===== src/rtl/display_scan_if.sv =====
// display_scan_if
//   Bundles the load/glyph inputs and the scan outputs of display_scan.
//   master : drives load, glyphs, dp_in, blink_in; observes the display outputs
//   slave  : the display_scan side
//   Signals:
//     load        single-cycle capture strobe
//     glyphs      5 bits per digit, digit i at [5i+4:5i], digit 0 rightmost
//     dp_in       decimal point request per digit
//     blink_in    blink enable per digit
//     seg         segments {a..g}, a = MSB, polarity applied
//     dp          decimal point segment, polarity applied
//     an          digit enables, polarity applied
//     frame_start one-cycle pulse as the digit 0 slot is presented
//     pending     shadow bank holds uncommitted data
interface display_scan_if #(
    parameter int NUM_DIGITS = 4
);
    logic                      load;
    logic [5*NUM_DIGITS-1:0]   glyphs;
    logic [NUM_DIGITS-1:0]     dp_in;
    logic [NUM_DIGITS-1:0]     blink_in;
    logic [6:0]                seg;
    logic                      dp;
    logic [NUM_DIGITS-1:0]     an;
    logic                      frame_start;
    logic                      pending;

    modport master (
        output load, glyphs, dp_in, blink_in,
        input  seg, dp, an, frame_start, pending
    );

    modport slave (
        input  load, glyphs, dp_in, blink_in,
        output seg, dp, an, frame_start, pending
    );
endinterface


===== src/rtl/display_scan.sv =====
// display_scan
//   Time-multiplexed seven-segment driver. Glyphs are captured into a shadow
//   bank on load and committed to the active bank at the frame boundary, so
//   a single frame never mixes old and new data. Each digit slot starts with
//   a blanking dead-time before the digit is lit.
//   Ports:
//     i_clock  system clock, rising edge
//     i_reset  synchronous, active-high
//     io_disp  display_scan_if slave modport (load/glyph inputs, scan outputs)
module display_scan #(
    parameter int NUM_DIGITS     = 4,
    parameter int SCAN_DIV       = 50000,
    parameter int BLANK_CYCLES   = 500,
    parameter int BLINK_FRAMES   = 100,
    parameter bit SEG_ACTIVE_LOW = 1'b1,
    parameter bit AN_ACTIVE_LOW  = 1'b1
) (
    input  logic            i_clock,
    input  logic            i_reset,
    display_scan_if.slave   io_disp
);

    localparam int CW = (SCAN_DIV > 1)     ? $clog2(SCAN_DIV)     : 1;
    localparam int IW = (NUM_DIGITS > 1)   ? $clog2(NUM_DIGITS)   : 1;
    localparam int BW = (BLINK_FRAMES > 1) ? $clog2(BLINK_FRAMES) : 1;

    localparam logic [CW-1:0] CNT_LAST  = CW'(SCAN_DIV - 1);
    localparam logic [CW-1:0] CNT_BLANK = CW'(BLANK_CYCLES);
    localparam logic [IW-1:0] IDX_LAST  = IW'(NUM_DIGITS - 1);
    localparam logic [BW-1:0] BFC_LAST  = BW'(BLINK_FRAMES - 1);

    // Inactive output levels; XOR with these applies polarity after decode.
    localparam logic [6:0]            SEG_OFF = {7{SEG_ACTIVE_LOW}};
    localparam logic [NUM_DIGITS-1:0] AN_OFF  = {NUM_DIGITS{AN_ACTIVE_LOW}};
    localparam logic [4:0]            GLYPH_BLANK = 5'd18;

    logic [CW-1:0]                 r_cnt;
    logic [IW-1:0]                 r_idx;
    logic [BW-1:0]                 r_bfc;
    logic                          r_blink_on;
    logic                          r_pending;

    logic [NUM_DIGITS-1:0][4:0]    r_sh_glyph;
    logic [NUM_DIGITS-1:0]         r_sh_dp;
    logic [NUM_DIGITS-1:0]         r_sh_blink;
    logic [NUM_DIGITS-1:0][4:0]    r_act_glyph;
    logic [NUM_DIGITS-1:0]         r_act_dp;
    logic [NUM_DIGITS-1:0]         r_act_blink;

    logic [6:0]                    r_seg;
    logic                          r_dp;
    logic [NUM_DIGITS-1:0]         r_an;
    logic                          r_frame_start;

    logic                          w_cnt_wrap;
    logic                          w_frame;
    logic                          w_lit;
    logic                          w_show;
    logic [NUM_DIGITS-1:0]         w_onehot;
    logic [6:0]                    w_seg_log;
    logic                          w_dp_log;
    logic [NUM_DIGITS-1:0]         w_an_log;

    function automatic logic [6:0] decode(input logic [4:0] g);
        logic [6:0] s;
        case (g)
            5'd0:    s = 7'b1111110;
            5'd1:    s = 7'b0110000;
            5'd2:    s = 7'b1101101;
            5'd3:    s = 7'b1111001;
            5'd4:    s = 7'b0110011;
            5'd5:    s = 7'b1011011;
            5'd6:    s = 7'b1011111;
            5'd7:    s = 7'b1110000;
            5'd8:    s = 7'b1111111;
            5'd9:    s = 7'b1111011;
            5'd10:   s = 7'b1100111;
            5'd11:   s = 7'b1011011;
            5'd12:   s = 7'b0111110;
            5'd13:   s = 7'b1001111;
            5'd14:   s = 7'b0000101;
            5'd15:   s = 7'b0011111;
            5'd16:   s = 7'b0001101;
            5'd17:   s = 7'b1011110;
            default: s = 7'b0000000;
        endcase
        return s;
    endfunction

    always_comb begin
        w_cnt_wrap = (r_cnt == CNT_LAST);
        w_frame    = w_cnt_wrap && (r_idx == IDX_LAST);
        w_lit      = (r_cnt >= CNT_BLANK);
        // Blink-off keeps the anode driven so the scan duty cycle is unchanged.
        w_show     = !(r_act_blink[r_idx] && !r_blink_on);

        w_onehot        = '0;
        w_onehot[r_idx] = 1'b1;

        w_an_log  = '0;
        w_seg_log = '0;
        w_dp_log  = 1'b0;
        if (w_lit) begin
            w_an_log = w_onehot;
            if (w_show) begin
                w_seg_log = decode(r_act_glyph[r_idx]);
                w_dp_log  = r_act_dp[r_idx];
            end
        end
    end

    always_ff @(posedge i_clock) begin
        if (i_reset) begin
            r_cnt         <= '0;
            r_idx         <= '0;
            r_bfc         <= '0;
            r_blink_on    <= 1'b1;
            r_pending     <= 1'b0;
            r_sh_glyph    <= {NUM_DIGITS{GLYPH_BLANK}};
            r_sh_dp       <= '0;
            r_sh_blink    <= '0;
            r_act_glyph   <= {NUM_DIGITS{GLYPH_BLANK}};
            r_act_dp      <= '0;
            r_act_blink   <= '0;
            r_seg         <= SEG_OFF;
            r_dp          <= SEG_ACTIVE_LOW;
            r_an          <= AN_OFF;
            r_frame_start <= 1'b0;
        end else begin
            r_cnt <= w_cnt_wrap ? '0 : r_cnt + 1'b1;
            if (w_cnt_wrap) begin
                r_idx <= (r_idx == IDX_LAST) ? '0 : r_idx + 1'b1;
            end

            if (w_frame) begin
                if (r_bfc == BFC_LAST) begin
                    r_bfc      <= '0;
                    r_blink_on <= !r_blink_on;
                end else begin
                    r_bfc <= r_bfc + 1'b1;
                end
            end

            // A load on the boundary cycle bypasses the shadow and commits
            // directly, so it supersedes any older pending data.
            if (io_disp.load) begin
                r_sh_glyph <= io_disp.glyphs;
                r_sh_dp    <= io_disp.dp_in;
                r_sh_blink <= io_disp.blink_in;
                if (w_frame) begin
                    r_act_glyph <= io_disp.glyphs;
                    r_act_dp    <= io_disp.dp_in;
                    r_act_blink <= io_disp.blink_in;
                end
                r_pending <= !w_frame;
            end else if (w_frame && r_pending) begin
                r_act_glyph <= r_sh_glyph;
                r_act_dp    <= r_sh_dp;
                r_act_blink <= r_sh_blink;
                r_pending   <= 1'b0;
            end

            r_seg         <= w_seg_log ^ SEG_OFF;
            r_dp          <= w_dp_log ^ SEG_ACTIVE_LOW;
            r_an          <= w_an_log ^ AN_OFF;
            r_frame_start <= (r_cnt == '0) && (r_idx == '0);
        end
    end

    assign io_disp.seg         = r_seg;
    assign io_disp.dp          = r_dp;
    assign io_disp.an          = r_an;
    assign io_disp.frame_start = r_frame_start;
    assign io_disp.pending     = r_pending;

endmodule


===== src/flat_wrapper.sv =====
// flat-port wrapper written by rule: the top's interface ports become plain ports
module display_scan_flat 
#(
    parameter int NUM_DIGITS     = 4,
    parameter int SCAN_DIV       = 50000,
    parameter int BLANK_CYCLES   = 500,
    parameter int BLINK_FRAMES   = 100,
    parameter bit SEG_ACTIVE_LOW = 1'b1,
    parameter bit AN_ACTIVE_LOW  = 1'b1
)
  (i_clock, i_reset, io_disp_load, io_disp_glyphs, io_disp_dp_in, io_disp_blink_in, io_disp_seg, io_disp_dp, io_disp_an, io_disp_frame_start, io_disp_pending);
  display_scan_if #(.NUM_DIGITS(NUM_DIGITS)) io_disp_i ();
  input  logic i_clock;
  input  logic i_reset;
  input wire logic [$bits(io_disp_i.load)-1:0] io_disp_load;
  input wire logic [$bits(io_disp_i.glyphs)-1:0] io_disp_glyphs;
  input wire logic [$bits(io_disp_i.dp_in)-1:0] io_disp_dp_in;
  input wire logic [$bits(io_disp_i.blink_in)-1:0] io_disp_blink_in;
  output wire logic [$bits(io_disp_i.seg)-1:0] io_disp_seg;
  output wire logic [$bits(io_disp_i.dp)-1:0] io_disp_dp;
  output wire logic [$bits(io_disp_i.an)-1:0] io_disp_an;
  output wire logic [$bits(io_disp_i.frame_start)-1:0] io_disp_frame_start;
  output wire logic [$bits(io_disp_i.pending)-1:0] io_disp_pending;
  assign io_disp_i.load = io_disp_load;
  assign io_disp_i.glyphs = io_disp_glyphs;
  assign io_disp_i.dp_in = io_disp_dp_in;
  assign io_disp_i.blink_in = io_disp_blink_in;
  assign io_disp_seg = io_disp_i.seg;
  assign io_disp_dp = io_disp_i.dp;
  assign io_disp_an = io_disp_i.an;
  assign io_disp_frame_start = io_disp_i.frame_start;
  assign io_disp_pending = io_disp_i.pending;
  display_scan #(.NUM_DIGITS(NUM_DIGITS), .SCAN_DIV(SCAN_DIV), .BLANK_CYCLES(BLANK_CYCLES), .BLINK_FRAMES(BLINK_FRAMES), .SEG_ACTIVE_LOW(SEG_ACTIVE_LOW), .AN_ACTIVE_LOW(AN_ACTIVE_LOW)) u_core (.i_clock(i_clock), .i_reset(i_reset), .io_disp(io_disp_i));
endmodule

===== config.mk =====
export PLATFORM = sky130hd
export DESIGN_NAME = display_scan_flat
export DESIGN_NICKNAME = d
export VERILOG_FILES = /design/src/rtl/display_scan_if.sv /design/src/rtl/display_scan.sv /design/src/flat_wrapper.sv
export SDC_FILE = /design/constraint.sdc
export NUM_CORES = 1
export LEC_CHECK = 0
export BUFFER_PORTS_ARGS = -buffer_cell sky130_fd_sc_hd__buf_2
export CAP_MARGIN = 25
export CELL_PAD_IN_SITES_DETAIL_PLACEMENT = 1
export CELL_PAD_IN_SITES_GLOBAL_PLACEMENT = 2
export CORE_MARGIN = 2
export CORE_UTILIZATION = 35
export DETAILED_ROUTE_END_ITERATION = 12
export GPL_ROUTABILITY_DRIVEN = 1
export GPL_TIMING_DRIVEN = 0
export PLACE_DENSITY_LB_ADDON = 0.1
export SETUP_SLACK_MARGIN = 0.02
export SYNTH_ARGS = -nofsm -noshare
export SYNTH_HDL_FRONTEND = slang
export SYNTH_SLANG_ARGS = --single-unit

===== constraint.sdc =====
create_clock -name i_clock -period 5.1 [get_ports i_clock]
set_input_delay 0 -clock i_clock [delete_from_list [all_inputs] [get_ports i_clock]]
set_output_delay 0 -clock i_clock [all_outputs]
set_load 0.01 [all_outputs]

==> results of run 1 <==
flip-flops by register name, indices dropped and copies added, names as in the netlist:
| name | cells |
|---|---|
| u_core.r_act_blink | 4 |
| u_core.r_sh_glyph | 20 |
| u_core.r_act_glyph | 20 |
| u_core.io_disp.frame_start | 1 |
| u_core.r_bfc | 7 |
| u_core.io_disp.pending | 1 |
| u_core.r_blink_on | 1 |
| u_core.r_act_dp | 4 |
| u_core.r_cnt | 16 |
| u_core.r_idx | 2 |
| u_core.r_sh_blink | 4 |
| u_core.io_disp.an | 4 |
| u_core.io_disp.seg | 7 |
| u_core.r_sh_dp | 4 |
| u_core.io_disp.dp | 1 |
worst max-delay path, stage by stage, from the launching register on:
cell and delay, ps:
dfxtp_1 350, clkbuf_1 540, mux4_2 400, inv_1 110
ha_1 350, nor2_1 70, a2111oi_0 420, o31ai_1 120
power by group:
| part | internal (mW) | switching, mW |
|---|---|---|
| sequential | 0.766 | 0.00590 |
| combinational | 0.0424 | 0.0464 |
| clock | 0.453 | 0.281 |
cell families after synthesis:
family | Yosys count
flops | 96
xor+xnor | 17
mux | 43
fa+ha+maj | 13
compound gates | 54
simple gates | 157
buf+inv | 33
cell usage after synthesis, types with 3 or more instances:
cell	number
dfxtp_1	96
xnor2_1	7
and2_1	4
nand4_1	5
ha_1	13
o211ai_1	10
a211oi_2	20
xor2_1	10
clkbuf_1	12
o21ai_0	3
buf_6	6
nor2_1	72
and3_1	3
nand2_1	31
nor3_1	10
a31oi_1	3
and4_1	3
nor4b_1	3
mux4_2	6
mux2i_1	34
nand3_1	12
o31ai_1	3
a21oi_1	7
inv_1	10
area by class of cell:
type / count / area [um^2] / share of cell area [%]
plain buffers: 22 / 136.4 / 2.651
repair buffers: 72 / 500.5 / 9.728
clock buffers: 12 / 256.5 / 4.985
clock inverters: 3 / 65.06 / 1.265
well taps: 143 / 178.9 / 3.478
multi-input cells: 284 / 2044 / 39.74
flip-flops and latches: 96 / 1922 / 37.35
inverters: 11 / 41.29 / 0.8025
metal layers:
metal	vias to the layer above	global-route usage, %	share of wire [%]
met2	43	27.03	46
met5	-	0	0
met4	0	8.049	2.3
met1	1563	21.63	49
li1	1617	-	-
met3	12	2.946	2.5
how the worst max path moves through the flow:
stage	start	end	slack [ps]	cells after the start
finish	u_core.r_idx[1]	u_core.io_disp.seg[3]	2580	7
global route	u_core.r_cnt[5]	u_core.io_disp.seg[1]	2380	5
CTS	u_core.r_idx[1]	u_core.io_disp.seg[3]	2550	7
detailed placement	u_core.r_idx[1]	u_core.io_disp.seg[3]	2570	7
global placement	u_core.r_idx[1]	u_core.io_disp.seg[3]	2620	7
floorplan	u_core.r_cnt[11]	u_core.r_act_glyph[14]	3000	7
what timing repair did:
action	4_1_cts	5_1_grt
setup endpoints to repair	0	0
hold endpoints to repair	33	0
setup buffers	0	0
hold buffers	28	0
==> flow_summary.yaml, run 1 <==
routing:
  detailroute.via_count: 3235
  ant_nets: 0
  routed_via_density: 5.031
  detail_route.iter0.violations: 85
  detail_route.drc_violations: 0
  drt_first_pass_iters: 4
  drt-wirelength-per-cell_um: 15.38
  totalWireLength_um: 9890
power:
  powerDensity_nw_per_um2: 310.0
  post-layout-total-power_mw: 1.595
  peak_supply_drop_mv: 0.1907
  leakage_nw: 2.043
die:
  die-height_um: 112.8
  pin_count: 45
  design.core.area_um2: 11470
  die-area_um2: 12730
  rows: 39
  start_util_pct: 36.14
  die_w_um: 112.8
cts:
  cts.repair.resized: 0
  cts_root_buf: "clkbuf_16"
  clockBufferDepth: 2
  tritoncts_num_sinks: 96
  htreeDepth: 3
  clk_latency_ps: 350
  cts_inserted_buffers: 9
  cts.clk_slew.worst_paths_ps: 60
  cts_tree: "done"
setup_path:
  max_fo_critical_path: 10
  setup.worst_path.class: "flip-flop to flip-flop"
  critPathCaptureType: "flip-flop"
  crit_required_ps: 5300
  worst_ep_arrival_time_ps: 2720
  worst_case_register_to_register_setup_slack_ps: 2580
  timing.rr.end: "u_core.io_disp.seg[3]"
  worst-r2r-cell-count: 7
  critical_path.startpoint_type: "flip-flop"
  regToRegStartpoint: "u_core.r_idx[1]"
synth:
  yosys-top-cells-area: "dfxtp_1 (46%), mux2i_1 (8.2%), nor2_1 (6.5%)"
  xor_xnor_fraction_of_synth_area_pct: 3.593
  ys_dominant_reg_cell: "dfxtp_1"
  synth_simple_gate_area_share_pct: 17.96
  synth_top_area_share_pct: 46.38
  synth_compound_gate_area_share_pct: 11.56
  postSynthNetCount: 457
  postSynthCellCount: 413
  netlist_area_um2: 4144
  post_synth_num_cell_types: 46
  synth_seq_cells: 96
  synthesized_area_per_cell_um2: 10.03
  yosys.area_share.adder_pct: 3.925
  synth_edf_count: 0
  synthArstFlopShare_pct: 0
  seq_area_frac_synth_pct: 46.38
  synth.area.mux_share_pct: 12.29
  count_of_yosys_warnings_during_synthesis: 0
  yosysTopAreaCell: "dfxtp_1"
  synth_top_family_by_area: "simple AND/OR/NAND/NOR gates"
timing:
  max_freq_ghz: 0.3967
  rsz_0062_raised_after_global_routing: "false"
  report.final.slew_viol_count: 0
  setup_viol_count_final: 0
  timing.final.crit_period_ps: 2521
  finalHoldViolations: 0
  max_slew.worst_pin.slew_ps: 844.9
  final.setup.tns_ps: 0
  fin_crit_sh_pct: 49.42
  hold_slack_ps: 46.54
  maxSlewHeadroom_pct: 43.68
  final.setup.worst_slack_ps: 2579
  clock-skew-final_ps: 7.980
finish:
  layout_common_cells: "dfxtp_1 (96), nor2_1 (72), buf_2 (45)"
  drive_above_1_share_pct: 20.00
  final-instance-count-excl-fill: 643
  layout-area-overhead-vs-synth_pct: 24.15
  post-route-util_pct: 44.87
  nets: 540
  design_area_um2: 5145
  fillCellCount: 1302
  antenna-diode-count: 0
  final_common_cell: "dfxtp_1"
global_routing:
  global_route.usage.total_pct: 16.70
  grt_antenna_before_repair: 0
  grt_first_pass_wirelength_um: 16640
  maximum_number_of_pins_on_one_net_before_global_route_repair: 15
  grt_pass1_vias: 3296
  overflow: 0
placement:
  routabilityCongestion: 0.7917
  place_worst_setup_slack_ps: 2574
  placed_cells: 600
  postPlaceCellArea_um2: 4543
  port-buffer-count: 44
  estimated_wirelength_of_the_detail_placed_design_um: 6878
min_path:
  min_path_cells: 3
  hold_crit_endpoint: "u_core.io_disp.pending"
  hold_class: "input port to flip-flop"
  min-delay-start: "io_disp_load"
outcome:
  run_status: "finished clean"
run:
  max_capacitance_violation_count: 0
(Power assumes the default switching activity.)
==> inputs of run 2 (changes only) <==
Settings changed: CORE_UTILIZATION 35 to 34.
Clock period 5.1 ns to 2.2 ns, I/O delays scaled along.
==> run 2 against run 1 <==
First-iteration DRC count up 4.7%; clock skew about the same; sequential power up 130%; power up 120%; critical path type unchanged; largest cell class unchanged; largest power group unchanged.
==> flow_summary.yaml, run 2 (synthesis results as in run 1) <==
routing:
  detail_route.drc_violations: 0
  detail_route.iter0.violations: 89
  ant_nets: 0
  detailroute.via_count: 3218
  totalWireLength_um: 9981
  drt-wirelength-per-cell_um: 15.12
  drt_first_pass_iters: 4
  routed_via_density: 4.876
finish:
  layout_common_cells: "dfxtp_1 (94), nor2_1 (72), buf_2 (45)"
  drive_above_1_share_pct: 24.76
  top_regs: "u_core.r_act_glyph: 20 flops, u_core.r_sh_glyph: 20 flops, u_core.r_cnt: 16 flops"
  nets: 552
  final_common_cell: "dfxtp_1"
  layout-area-overhead-vs-synth_pct: 28.11
  antenna-diode-count: 0
setup_path:
  max_fo_critical_path: 6
  critPathCaptureType: "flip-flop"
  crit_required_ps: 2420
  critical_path.startpoint_type: "flip-flop"
  worst_ep_arrival_time_ps: 2360
  setup.worst_path.class: "flip-flop to flip-flop"
timing:
  final.setup.tns_ps: 0
  fin_crit_sh_pct: 97.45
  timing.final.crit_period_ps: 2144
  max_freq_ghz: 0.4664
  clock-skew-final_ps: 7.828
  finalHoldViolations: 0
  setup_viol_count_final: 0
  maxSlewHeadroom_pct: 43.46
  report.final.slew_viol_count: 0
  rsz_0062_raised_after_global_routing: "true"
  max_slew.worst_pin.slew_ps: 848.1
cts:
  cts_inserted_buffers: 9
  cts_root_buf: "clkbuf_16"
  cts_tree: "done"
  cts.clk_slew.worst_paths_ps: 60
  clockBufferDepth: 2
  tritoncts_num_sinks: 96
  htreeDepth: 3
  clk_latency_ps: 340
global_routing:
  global_route.usage.total_pct: 16.55
  grt_antenna_before_repair: 0
  maximum_number_of_pins_on_one_net_before_global_route_repair: 15
  grt_first_pass_wirelength_um: 17020
  overflow: 0
  grt_pass1_vias: 3402
power:
  powerDensity_nw_per_um2: 673.4
  post-layout-total-power_mw: 3.575
  leakage_nw: 2.118
  peak_supply_drop_mv: 0.6415
outcome:
  run_status: "finished clean"
die:
  die-area_um2: 13090
  design.core.area_um2: 11960
  pin_count: 45
  die_w_um: 114.4
  start_util_pct: 34.64
  rows: 40
  die-height_um: 114.4
run:
  max_capacitance_violation_count: 0
placement:
  estimated_wirelength_of_the_detail_placed_design_um: 6904
  port-buffer-count: 44
  routabilityCongestion: 0.8059
min_path:
  hold_class: "input port to flip-flop"
[run 2: cell types whose count changed in the layout (fill, tap and decap cells not counted), moves of 2 or more]
cell and change:
buf_4 +10, or3_4 +2, or3_1 -2, dfxtp_1 -2
[run 2: layout make-up]
| type | instances | area [um^2] |
|---|---|---|
| Fill cell | 1377 | 6653 |
| Buffer | 21 | 150.1 |
| Multi-Input combinational cell | 284 | 2101 |
| Clock inverter | 3 | 40.04 |
| Tap cell | 147 | 183.9 |
| Inverter | 11 | 41.29 |
| Timing Repair Buffer | 85 | 605.6 |
| Sequential cell | 96 | 1927 |
| Clock buffer | 13 | 260.3 |
[run 2: report_power, final]
part / switching (mW) / internal, mW / leakage (nW)
Combinational: 0.109 / 0.0981 / 1.19
Sequential: 0.0135 / 1.77 / 0.782
Clock: 0.639 / 0.940 / 0.150
[run 2: worst paths after layout]
path | from | to | slack [ps] | cells past startpoint
hold / removal | io_disp_load | u_core.io_disp.pending | 60 | 3
setup / recovery | u_core.r_idx[0] | u_core.io_disp.seg[4] | 60 | 8
setup reg to reg | u_core.r_idx[0] | u_core.io_disp.seg[4] | 60 | 8
hold reg to reg | u_core.r_sh_glyph[16] | u_core.r_sh_glyph[16] | 470 | 2
[run 2: per-stage QoR]
step | instance area [um^2] | setup WS (ps) | hold WS (ps) | instances | util, %
6_report | 5309 | 56.05 | 63.74 | 660 | 44.38
5_1_grt | 5309 | -58.75 | 109.7 | 660 | 44.38
4_1_cts | 5245 | 25.60 | 76.56 | 658 | 43.85
2_1_floorplan | 4144 | 99.00 | 148.8 | 413 | -
3_5_place_dp | 4548 | -352.7 | 252.9 | 604 | 38.02
3_3_place_gp | 4548 | -315.1 | 250.6 | 604 | 38.02
[run 2: critical path: stages (launching register included)]
cell	delay (ps)
dfxtp_1	380
buf_6	150
mux4_2	550
inv_1	120
ha_2	240
nand2_1	70
mux2_2	270
o22ai_1	150
nand2_1	80
[run 2: routing by layer]
| metal | vias to the layer above | track usage, % | routed length (um) |
|---|---|---|---|
| met5 | - | 0 | 0 |
| met1 | 1533 | 22.00 | 4899 |
| met3 | 12 | 3.494 | 275 |
| met2 | 38 | 26.67 | 4666 |
| li1 | 1635 | - | - |
| met4 | 0 | 5.691 | 139 |
[run 2: repair_timing]
| item | CTS | global route |
|---|---|---|
| hold endpoints to repair | 31 | 0 |
| hold buffers | 28 | 0 |
| buffers inserted | 10 | 2 |
| cloned | 0 | 1 |
| resized for setup | 14 | 17 |
| pin swaps | 2 | 3 |
| endpoints found under the setup margin | 50 | 35 |
==> inputs of run 3 (changes only) <==
Settings changed: CORE_UTILIZATION 34 to 35, CTS_BUF_LIST set to sky130_fd_sc_hd__clkbuf_8.
==> run 3 against run 2 <==
Worst hold slack worse by 45 ps; critical path depth stayed put; fmax is 0.86% higher; wire length is 1.2% higher; critical path type unchanged; largest power group unchanged; critical endpoint is now u_core.r_act_glyph[8]; final cell count is 0.45% lower.
==> flow_summary.yaml, run 3 (synthesis results as in run 1) <==
outcome:
  run_status: "finished clean"
cts:
  cts_root_buf: "clkbuf_8"
  clockBufferDepth: 2
  cts_inserted_buffers: 9
  cts.clk_slew.worst_paths_ps: 90
  htreeDepth: 3
  clk_latency_ps: 390
  tritoncts_num_sinks: 96
  cts_tree: "done"
run:
  max_capacitance_violation_count: 0
setup_path:
  max_fo_critical_path: 6
  worst_setup_path_startpoint: "u_core.r_cnt[11]"
  critPathCaptureType: "flip-flop"
  regToRegStartpoint: "u_core.r_cnt[11]"
  crit_required_ps: 2510
  worst_ep_arrival_time_ps: 2440
  setup.worst_path.class: "flip-flop to flip-flop"
  critical_path.startpoint_type: "flip-flop"
routing:
  detail_route.iter0.violations: 110
  detailroute.via_count: 3269
  detail_route.drc_violations: 0
  ant_nets: 0
  totalWireLength_um: 10100
  drt_first_pass_iters: 4
  routed_via_density: 4.976
  drt-wirelength-per-cell_um: 15.38
timing:
  timing.final.crit_period_ps: 2126
  maxSlewHeadroom_pct: 42.28
  report.final.slew_viol_count: 0
  setup_viol_count_final: 0
  clock-skew-final_ps: 7.391
  fin_crit_sh_pct: 96.62
  max_freq_ghz: 0.4704
  final.setup.worst_slack_ps: 74.37
  hold_slack_ps: 19.19
  rsz_0062_raised_after_global_routing: "true"
  finalHoldViolations: 0
  max_slew.worst_pin.slew_ps: 865.9
placement:
  estimated_wirelength_of_the_detail_placed_design_um: 6878
  postPlaceCellArea_um2: 4543
  port-buffer-count: 44
  place_worst_setup_slack_ps: -326.3
  routabilityCongestion: 0.7917
finish:
  layout-area-overhead-vs-synth_pct: 26.63
  design_area_um2: 5248
  nets: 554
  drive_above_1_share_pct: 25.88
  antenna-diode-count: 0
  top_regs: "u_core.r_act_glyph: 20 flops, u_core.r_sh_glyph: 20 flops, u_core.r_cnt: 16 flops"
  final_common_cell: "dfxtp_1"
  layout_common_cells: "dfxtp_1 (93), nor2_1 (71), buf_2 (45)"
die:
  die_w_um: 112.8
  rows: 39
  die-height_um: 112.8
  die-area_um2: 12730
  pin_count: 45
  start_util_pct: 36.14
  design.core.area_um2: 11470
global_routing:
  overflow: 0
  global_route.usage.total_pct: 16.81
  maximum_number_of_pins_on_one_net_before_global_route_repair: 15
  grt_first_pass_wirelength_um: 16860
  grt_pass1_vias: 3354
  grt_antenna_before_repair: 0
power:
  leakage_nw: 2.088
  peak_supply_drop_mv: 0.3643
  powerDensity_nw_per_um2: 629.4
min_path:
  hold_class: "input port to flip-flop"
  min-delay-start: "io_disp_load"
==> run 3: repair_timing <==
item | 4_1_cts | 5_1_grt
hold buffers | 28 | 0
endpoints found under the setup margin | 47 | 31
gates resized for setup | 14 | 21
pin swaps | 4 | 8
endpoints found under the hold margin | 35 | 0
setup buffers | 10 | 3
cloned | 0 | 2
==> run 3: metal layers <==
| metal | GRT usage (%) | up-vias | wire [um] |
|---|---|---|---|
| met1 | 22.04 | 1575 | 4970 |
| met4 | 7.561 | 0 | 197 |
| li1 | - | 1641 | - |
| met3 | 3.321 | 15 | 280 |
| met5 | 0 | - | 0 |
| met2 | 26.87 | 38 | 4655 |
==> run 3: power by group <==
part | leakage, nW | internal (mW) | switching [mW] | total, mW
combinational | 1.19 | 0.0985 | 0.108 | 0.207
sequential | 0.783 | 1.77 | 0.0139 | 1.79
clock | 0.117 | 0.690 | 0.618 | 1.31
total | 2.09 | 2.56 | 0.740 | 3.30
==> run 3: critical path, stage by stage, from the launching register on <==
cell and delay [ps]:
dfxtp_2 320, or4_4 530, or3_4 360, buf_8 150
nor3_4 160, buf_6 160, buf_4 150, nor2_1 50
a211oi_2 180
==> run 3: layout make-up <==
class	instances	area [um^2]
fill	1296	6220
multi-input combinational	284	2118
sequential	96	1926
timing repair buffer	87	618.1
tap	143	178.9
clock buffer	11	151.4
buffer	21	145.1
clock inverter	4	68.82
inverter	11	41.29
==> run 3: through the flow <==
step / util (%) / cells / total power, mW / TNS (ps)
2_1_floorplan: - / 413 / 1.932 / 0
3_3_place_gp: 39.62 / 600 / 1.995 / -3596
5_1_grt: 45.76 / 657 / 3.445 / -37.17
6_report: 45.76 / 657 / 3.303 / 0
3_5_place_dp: 39.62 / 600 / 1.999 / -4877
4_1_cts: 45.01 / 653 / 3.340 / 0
==> run 3: final timing paths <==
path / end / slack, ps / depth (start not counted)
worst max-delay path: u_core.r_act_glyph[8] / 70 / 8
worst min-delay path: u_core.io_disp.pending / 20 / 3
worst max register to register: u_core.r_act_glyph[8] / 70 / 8
worst min register to register: u_core.r_sh_glyph[16] / 480 / 2
